<file path="src/rtl/reg_transfer_sequencer.sv">
// Sequencer for single register-to-register transfers and memory reads on the shared datapath bus.
// Drives the bus source select and the registered write-enable decoder (sel / EN_OP / EN_OUT).
module reg_transfer_sequencer #(
  parameter int unsigned SETTLE_CYCLES = 1,
  parameter int unsigned MEM_TIMEOUT   = 15,
  parameter logic [3:0]  MEM_SRC       = 4'b0010
) (
  input  logic       clk,
  input  logic       rst,
  input  logic       req_valid,
  output logic       req_ready,
  input  logic [3:0] req_src,
  input  logic [3:0] req_dst,
  input  logic       req_mem,
  input  logic       mem_ack,
  output logic       mem_rd,
  output logic [3:0] bus_sel,
  output logic [3:0] wr_sel,
  output logic       wr_op_en,
  output logic       wr_out_en,
  output logic       done,
  output logic       err
);

  typedef enum logic [2:0] {
    IDLE, SETTLE, WRITE, COMMIT, MEM_WAIT, ERROR
  } state_t;

  localparam logic [3:0] MDR_DST   = 4'b0101;
  localparam logic [3:0] SETTLE_LAST = 4'(SETTLE_CYCLES - 1);
  localparam logic [7:0] TMO_LAST    = 8'(MEM_TIMEOUT - 1);

  state_t     state_q, state_d;
  logic [3:0] src_q, src_d;
  logic [3:0] dst_q, dst_d;
  logic [3:0] scnt_q, scnt_d;
  logic [7:0] tcnt_q, tcnt_d;

  function automatic logic dst_legal(input logic [3:0] code);
    case (code)
      4'b0001, 4'b0100, 4'b0101, 4'b0110, 4'b0111,
      4'b1000, 4'b1001, 4'b1010, 4'b1011, 4'b1100: dst_legal = 1'b1;
      default:                                     dst_legal = 1'b0;
    endcase
  endfunction

  always_ff @(posedge clk) begin
    if (rst) begin
      state_q <= IDLE;
      src_q   <= '0;
      dst_q   <= '0;
      scnt_q  <= '0;
      tcnt_q  <= '0;
    end else begin
      state_q <= state_d;
      src_q   <= src_d;
      dst_q   <= dst_d;
      scnt_q  <= scnt_d;
      tcnt_q  <= tcnt_d;
    end
  end

  always_comb begin
    state_d   = state_q;
    src_d     = src_q;
    dst_d     = dst_q;
    scnt_d    = scnt_q;
    tcnt_d    = tcnt_q;
    req_ready = 1'b0;
    mem_rd    = 1'b0;
    bus_sel   = '0;
    wr_sel    = '0;
    wr_op_en  = 1'b0;
    wr_out_en = 1'b0;
    done      = 1'b0;
    err       = 1'b0;

    case (state_q)
      IDLE: begin
        req_ready = 1'b1;
        if (req_valid) begin
          src_d  = req_src;
          dst_d  = req_dst;
          scnt_d = '0;
          tcnt_d = '0;
          if (req_mem)                 state_d = MEM_WAIT;
          else if (!dst_legal(req_dst)) state_d = ERROR;
          else                         state_d = SETTLE;
        end
      end
      SETTLE: begin
        bus_sel = src_q;
        if (scnt_q == SETTLE_LAST) state_d = WRITE;
        else                       scnt_d  = scnt_q + 4'd1;
      end
      WRITE: begin
        bus_sel   = src_q;
        wr_sel    = dst_q;
        wr_op_en  = 1'b1;
        wr_out_en = 1'b1;
        state_d   = COMMIT;
      end
      COMMIT: begin
        bus_sel = src_q;
        wr_sel  = dst_q;
        done    = 1'b1;
        state_d = IDLE;
      end
      MEM_WAIT: begin
        mem_rd  = 1'b1;
        bus_sel = MEM_SRC;
        // ack is tested first so it wins over a coincident timeout
        if (mem_ack) begin
          src_d   = MEM_SRC;
          dst_d   = MDR_DST;
          scnt_d  = '0;
          state_d = SETTLE;
        end else if (tcnt_q == TMO_LAST) begin
          state_d = ERROR;
        end else begin
          tcnt_d = tcnt_q + 8'd1;
        end
      end
      ERROR: begin
        err     = 1'b1;
        state_d = IDLE;
      end
      default: state_d = IDLE;
    endcase
  end

endmodule

</file>
<file path="config.mk">
export PLATFORM = sky130hd
export DESIGN_NAME = reg_transfer_sequencer
export DESIGN_NICKNAME = d
export VERILOG_FILES = /design/src/rtl/reg_transfer_sequencer.sv
export SDC_FILE = /design/constraint.sdc
export NUM_CORES = 1
export LEC_CHECK = 0
export ABC_AREA = 0
export BUFFER_PORTS_ARGS = -buffer_cell sky130_fd_sc_hd__buf_2
export CAP_MARGIN = 20
export CELL_PAD_IN_SITES_DETAIL_PLACEMENT = 0
export CELL_PAD_IN_SITES_GLOBAL_PLACEMENT = 2
export CORE_ASPECT_RATIO = 0.5
export CORE_MARGIN = 8
export CORE_UTILIZATION = 32
export CTS_BUF_LIST = sky130_fd_sc_hd__clkbuf_8 sky130_fd_sc_hd__clkbuf_16
export CTS_CLUSTER_DIAMETER = 80
export DETAILED_ROUTE_END_ITERATION = 10
export GPL_TIMING_DRIVEN = 1
export HOLD_SLACK_MARGIN = 0.03
export MAX_ROUTING_LAYER = met4
export PLACE_DENSITY_LB_ADDON = 0.1
export REMOVE_ABC_BUFFERS = 1
export SYNTH_ARGS = -nofsm -noshare
export SYNTH_HDL_FRONTEND = slang
export SYNTH_SLANG_ARGS = --single-unit
</file>
<file path="constraint.sdc">
create_clock -name clk -period 2.15 [get_ports clk]
set_input_delay 0.43 -clock clk [delete_from_list [all_inputs] [get_ports clk]]
set_output_delay 0.43 -clock clk [all_outputs]
set_load 0.05 [all_outputs]
</file>
-- Word-level counts from Yosys, hierarchy flattened
Memory sizes are Yosys's and may differ from the RTL's.
Index checks and enable logic that the tools add are counted.
- register bits: 23
- latch bits: 0
- memory bits (writable): 0
- ROM bits: 16
- bits of input ports: 13
- output and inout port bits: 14
- word-level logic and storage cells: 62
- memories kept: 1
- add/subtract/negate cells: 2
- multipliers: 0
- div/mod/pow operators: 0
- $lt $le $gt $ge: 0
- equality and inequality tests: 13
- shifts and indexed selects: 0
- muxes and demuxes: 31
- bitwise operators: 0
- reduce and logical (&&, ||, !) cells: 10
- memories (name ; depth ; bits a word ; rd ports ; clocked after Yosys merged registers in ; wr ports ; RTL line ; text):
    (name not given) ; 16 ; 1 ; 1 ; 0 ; 0 ; 40 ; case (code)
- operators with widths (kind ; count):
    $mux 4 ; 8
    $mux 8 ; 3
    $pmux 4 s2 ; 3
    $mux 3 ; 6
    $pmux 8 s2 ; 1
    $ne 2x2->1 const B ; 6
    $pmux 3 s4 ; 1
    $pmux 4 s3 ; 1
    $add 8x1->8 const B ; 1
    $eq 8x4->1 const B ; 1
    $mux 1 ; 8
    $reduce_and 4->1 ; 2
    $eq 3x2->1 const B ; 2
    $eq 3x3->1 const B ; 2
    $reduce_and 3->1 ; 2
    $add 4x1->4 const B ; 1
    $logic_not 4->1 ; 1
    $eq 3x1->1 const B ; 1
    $logic_not 3->1 ; 1
    $ne 3x3->1 const B ; 1
    $reduce_bool 3->1 ; 1
    $reduce_or 3->1 ; 1
    $reduce_bool 2->1 ; 1
    $reduce_or 2->1 ; 1

-- Depth between registers and ports, before layout
An unclocked memory read counts as a cell.
- depth after elaboration: 8
- mapped depth: 6

-- Worst setup path before layout
Ideal clock, no wire load.
- path type: register -> output
- from: register state_q[2]
- to: output wr_out_en
- arrival time: 1.936 ns
- path slack: -0.216 ns
- cell stages (with the launch flop): 6
- cell sequence: dfxtp_1 -> buf_4 -> clkbuf_1 -> nor2b_1 -> nor2b_1 -> buf_4
- longest elaborated chain between the ends: 2
- ends and longest elaborated chain (item ; RTL line ; text):
    from (decl) ; 33 ; state_t state_q, state_d;
    from (signal assigned) ; 55 ; state_q <= state_d;
    $eq 3x2->1 ; -- ;
    $mux 1 ; -- ;
    to (decl) ; 20 ; output logic wr_out_en,
Every way passes these cells.

-- Final worst setup path
- from: register state_q[2]
- to: output mem_rd
- longest elaborated chain between the ends: 2
- ends and longest elaborated chain (item ; RTL line ; text):
    $eq 3x3->1 ; 78 ; case (state_q)
    $mux 1 ; 78 ;
    to (decl) ; 16 ; output logic mem_rd,
Every way passes these cells.

==> summary.json <==
{
  "tightest_slew_ps": 372,
  "die_height_um": 62.0,
  "timing.critical_path.buf_inv": 2,
  "drt_pre_antenna_iters": 4,
  "yosys.area_share.xor_xnor": 0.0194,
  "die_w_um": 108,
  "hold_path_class": "input pin to flip-flop",
  "report.final.setup_viol": 0,
  "preCtsSetupSlack_ps": 319,
  "drt-met1-wl_um": 1610,
  "fp-row-count": 16,
  "area.growth.synth_to_final_pct": 16.2,
  "ctsRootBufferMaster": "sky130_fd_sc_hd__clkbuf_8",
  "cts_h_tree_lvls": 1,
  "grt_start_max_net_pins": 19,
  "design_power_total_mw": 1.13,
  "timing_max_transition_violations_final": 0,
  "reg_power_frac": 0.442,
  "post_synth.cell_area_avg_um2": 8.66,
  "hold_start": "req_src[0]",
  "worstPathRequired_ps": 1720,
  "power.ir.vdd_worst_mv": 0.291,
  "highest-signal-layer": "met4",
  "synth_compound_area_frac": 0.182,
  "postCtsSetupRepairBufs": 0,
  "leakage_nw": 0.651,
  "post_synth_num_cell_types": 44,
  "floorplan.io_pins": 27,
  "post_synth_and_or_nand_nor_area_fraction": 0.328,
  "hold-path-endpoint": "src_q[0]$_SDFFE_PP0P_",
  "nNetsFinal": 197,
  "worst_skew_pair.late_latency_ps": 260,
  "average_routed_wire_per_standard_cell_um": 13.7,
  "mostFrequentLayoutCell": "sky130_fd_sc_hd__buf_2",
  "dpl.hpwl_um": 2470,
  "maxSlewHeadroom": 0.750,
  "floorplan.initialDensity": 0.339,
  "power_density_mw_per_mm2": 720,
  "fraction_of_power_spent_switching_nets": 0.365,
  "synth.ff_latch_count": 23,
  "final_setup_slack_of_the_worst_path_ps": 170,
  "post_synth_instance_area_mm2": 0.00135,
  "placed_cell_area_mm2": 0.00152,
  "yosys_warnings": 0,
  "number_of_global_route_vias_before_repair": 1064,
  "route.detailed.drc": 0,
  "timing_worst_setup_path_type": "flip-flop to output port",
  "io_buffer_count": 26,
  "maxCapViolCount": 0,
  "crit_share_post_route": 0.921,
  "worst-r2r-setup-slack_ps": 440,
  "cts_max_path_buffers": 2,
  "n_antenna_cell": 0,
  "ys.flop_type": "sky130_fd_sc_hd__dfxtp_1",
  "max_freq_ghz": 0.505,
  "power.combinational.fraction": 0.318,
  "seq_area_frac_synth": 0.341,
  "crit_chain": "or3b_4 -> inv_1 -> buf_2",
  "tritoncts.num_buffers": 3,
  "regToRegStartpoint": "scnt_q[0]$_SDFFE_PP0P_",
  "cp-end-kind": "output port",
  "met3_routed_wirelength_um": 118,
  "cts_tree": "done",
  "cp_top_family": "flip-flops",
  "synthesis.instances": 156,
  "rsz0062_at_grt": "no",
  "max_stage_delay_cell_worst_path": "sky130_fd_sc_hd__dfxtp_2",
  "met2_layer_wire_length_in_the_routed_design_um": 1460,
  "first_iter_violations": 55,
  "power.clock.fraction": 0.239,
  "place.gp.congestion": 0.718,
  "rr_endpoint": "scnt_q[3]$_SDFFE_PP0P_",
  "timing.critical_path.slowest_cell_delay_ps": 470,
  "clk_pin_slew_ps": 80,
  "dp_cells": 229,
  "grt_overflow": 0,
  "reg2regPathDepth": 6,
  "launching_element_type_of_the_critical_path": "flip-flop",
  "fillCellCount": 425,
  "finalHoldWorstSlack_ps": 413,
  "hold_path_depth": 3,
  "postLayoutCoreUtil": 0.394,
  "ant_nets": 0,
  "synth_edf_count": 0,
  "post_synth_mux_area_share": 0.0380,
  "num_vias": 1161,
  "finalInstanceArea_mm2": 0.00157,
  "layout.cells.most_common_list": "sky130_fd_sc_hd__buf_2 (26), sky130_fd_sc_hd__dfxtp_1 (20), sky130_fd_sc_hd__nand2_1 (14), sky130_fd_sc_hd__nor2_1 (13), sky130_fd_sc_hd__and2_1 (10)",
  "final_hold_viol_count": 0,
  "stdcell_count": 233,
  "gr-usage-all-layers": 0.101,
  "synthAdderAreaFrac": 0.0370,
  "core_area_mm2": 0.00398,
  "period_needed_ps": 1980,
  "timing.critical_path.fanout_max": 13,
  "power_switching_uw": 413,
  "final_layout_size_suffix_gt1_frac": 0.274,
  "synth_top_family_by_area": "simple AND/OR/NAND/NOR gates",
  "grt_antenna_before_repair": 0,
  "share_of_synthesized_flip_flops_with_an_asynchronous_set_or_reset": 0,
  "route.final.wire_length_um": 3200,
  "die_area_mm2": 0.00668,
  "p_int_uw": 718,
  "timing.clock.skew_ps": 2.78,
  "cts.sinks": 23,
  "global_route_wire_length_before_repair_um": 5140,
  "status": "complete, no violations",
  "viasPerCell": 4.98,
  "total_negative_setup_slack_ps": 0,
  "worst_ep_arrival_time_ps": 1550
}
==> final cells by class <==
class / instances / area, um2 / share of cell area
well taps: 54 / 67.6 / 0.0430
flip-flops and latches: 23 / 464 / 0.296
repair buffers: 28 / 145 / 0.0924
clock buffers: 3 / 41.3 / 0.0263
clock inverters: 1 / 3.75 / 0.00239
multi-input cells: 118 / 826 / 0.526
inverters: 6 / 22.5 / 0.0143
==> worst reg2reg max path: stages, from the launching register on <==
cell and delay (ps):
sky130_fd_sc_hd__dfxtp_1 350, sky130_fd_sc_hd__inv_1 80, sky130_fd_sc_hd__ha_1 160, sky130_fd_sc_hd__or3b_2 460, sky130_fd_sc_hd__a22oi_1 320, sky130_fd_sc_hd__o21ai_0 150, sky130_fd_sc_hd__a21oi_1 130
==> registers in the layout (all words and copies together) (netlist names) <==
register / count
tcnt_q: 8
scnt_q: 4
dst_q: 4
state_q: 3
src_q: 4
==> synth_stat cells, types with 2 or more instances <==
library cell / number / share of area
sky130_fd_sc_hd__nor2b_1: 5 / 0.023
sky130_fd_sc_hd__nor3b_1: 3 / 0.017
sky130_fd_sc_hd__and3_1: 2 / 0.0093
sky130_fd_sc_hd__and2_1: 10 / 0.046
sky130_fd_sc_hd__o211ai_1: 3 / 0.017
sky130_fd_sc_hd__or2_2: 2 / 0.0093
sky130_fd_sc_hd__buf_4: 2 / 0.011
sky130_fd_sc_hd__inv_1: 6 / 0.017
sky130_fd_sc_hd__nor2_1: 13 / 0.036
sky130_fd_sc_hd__nand2b_1: 4 / 0.019
sky130_fd_sc_hd__clkbuf_1: 4 / 0.011
sky130_fd_sc_hd__o21ai_0: 4 / 0.015
sky130_fd_sc_hd__a21oi_1: 4 / 0.015
sky130_fd_sc_hd__nor3_2: 2 / 0.015
sky130_fd_sc_hd__o221a_2: 3 / 0.025
sky130_fd_sc_hd__dfxtp_1: 23 / 0.34
sky130_fd_sc_hd__nand2_1: 14 / 0.039
sky130_fd_sc_hd__a22oi_1: 7 / 0.039
sky130_fd_sc_hd__or3_1: 6 / 0.028
sky130_fd_sc_hd__nor3_1: 3 / 0.011
sky130_fd_sc_hd__mux2i_1: 4 / 0.030
sky130_fd_sc_hd__xnor2_1: 3 / 0.019
sky130_fd_sc_hd__nand3_1: 4 / 0.015
sky130_fd_sc_hd__ha_1: 4 / 0.037
sky130_fd_sc_hd__buf_2: 2 / 0.0074
==> layer usage <==
| metal | GRT usage | up-vias |
|---|---|---|
| met4 | 0.0176 | 0 |
| li1 | - | 607 |
| met1 | 0.121 | 539 |
| met2 | 0.162 | 13 |
| met5 | - | - |
| met3 | 0.0370 | 2 |
==> power groups by stage <==
stage	Sequential (mW)	Combinational (mW)	Clock, mW
floorplan	0.499	0.261	0
global route	0.506	0.394	0.297
CTS	0.499	0.365	0.284
detailed placement	0.509	0.363	0
finish	0.500	0.360	0.271
global placement	0.508	0.364	0
==> cell families (layout without fill, tap and decap cells) <==
| family | Yosys count | count (layout) |
|---|---|---|
| flip-flops | 23 | 23 |
| XOR/XNOR | 3 | 3 |
| multiplexers | 5 | 5 |
| buffers and inverters | 15 | 38 |
| AO/OA/AOI/OAI | 30 | 30 |
| AND/OR/NAND/NOR | 76 | 76 |
| adder cells (fa/ha/maj) | 4 | 4 |
==> worst max path at each step <==
stage               slack (ps)                     from          to  depth (start not counted)
global route               110  state_q[0]$_SDFFE_PP0P_  bus_sel[0]                          4
detailed placement         320  state_q[1]$_SDFFE_PP0P_    wr_op_en                          3
floorplan                 -330  state_q[1]$_SDFFE_PP0P_    wr_op_en                          2
CTS                         20  state_q[1]$_SDFFE_PP0P_   wr_out_en                          3
finish                     170  state_q[2]$_SDFFE_PP0P_      mem_rd                          3
global placement           320  state_q[1]$_SDFFE_PP0P_   wr_out_en                          3
==> timing repair <==
action	CTS	global route
gates resized for setup	0	4
hold buffers	0	0
endpoints found under the setup margin	0	12
(Power assumes the default switching activity.)
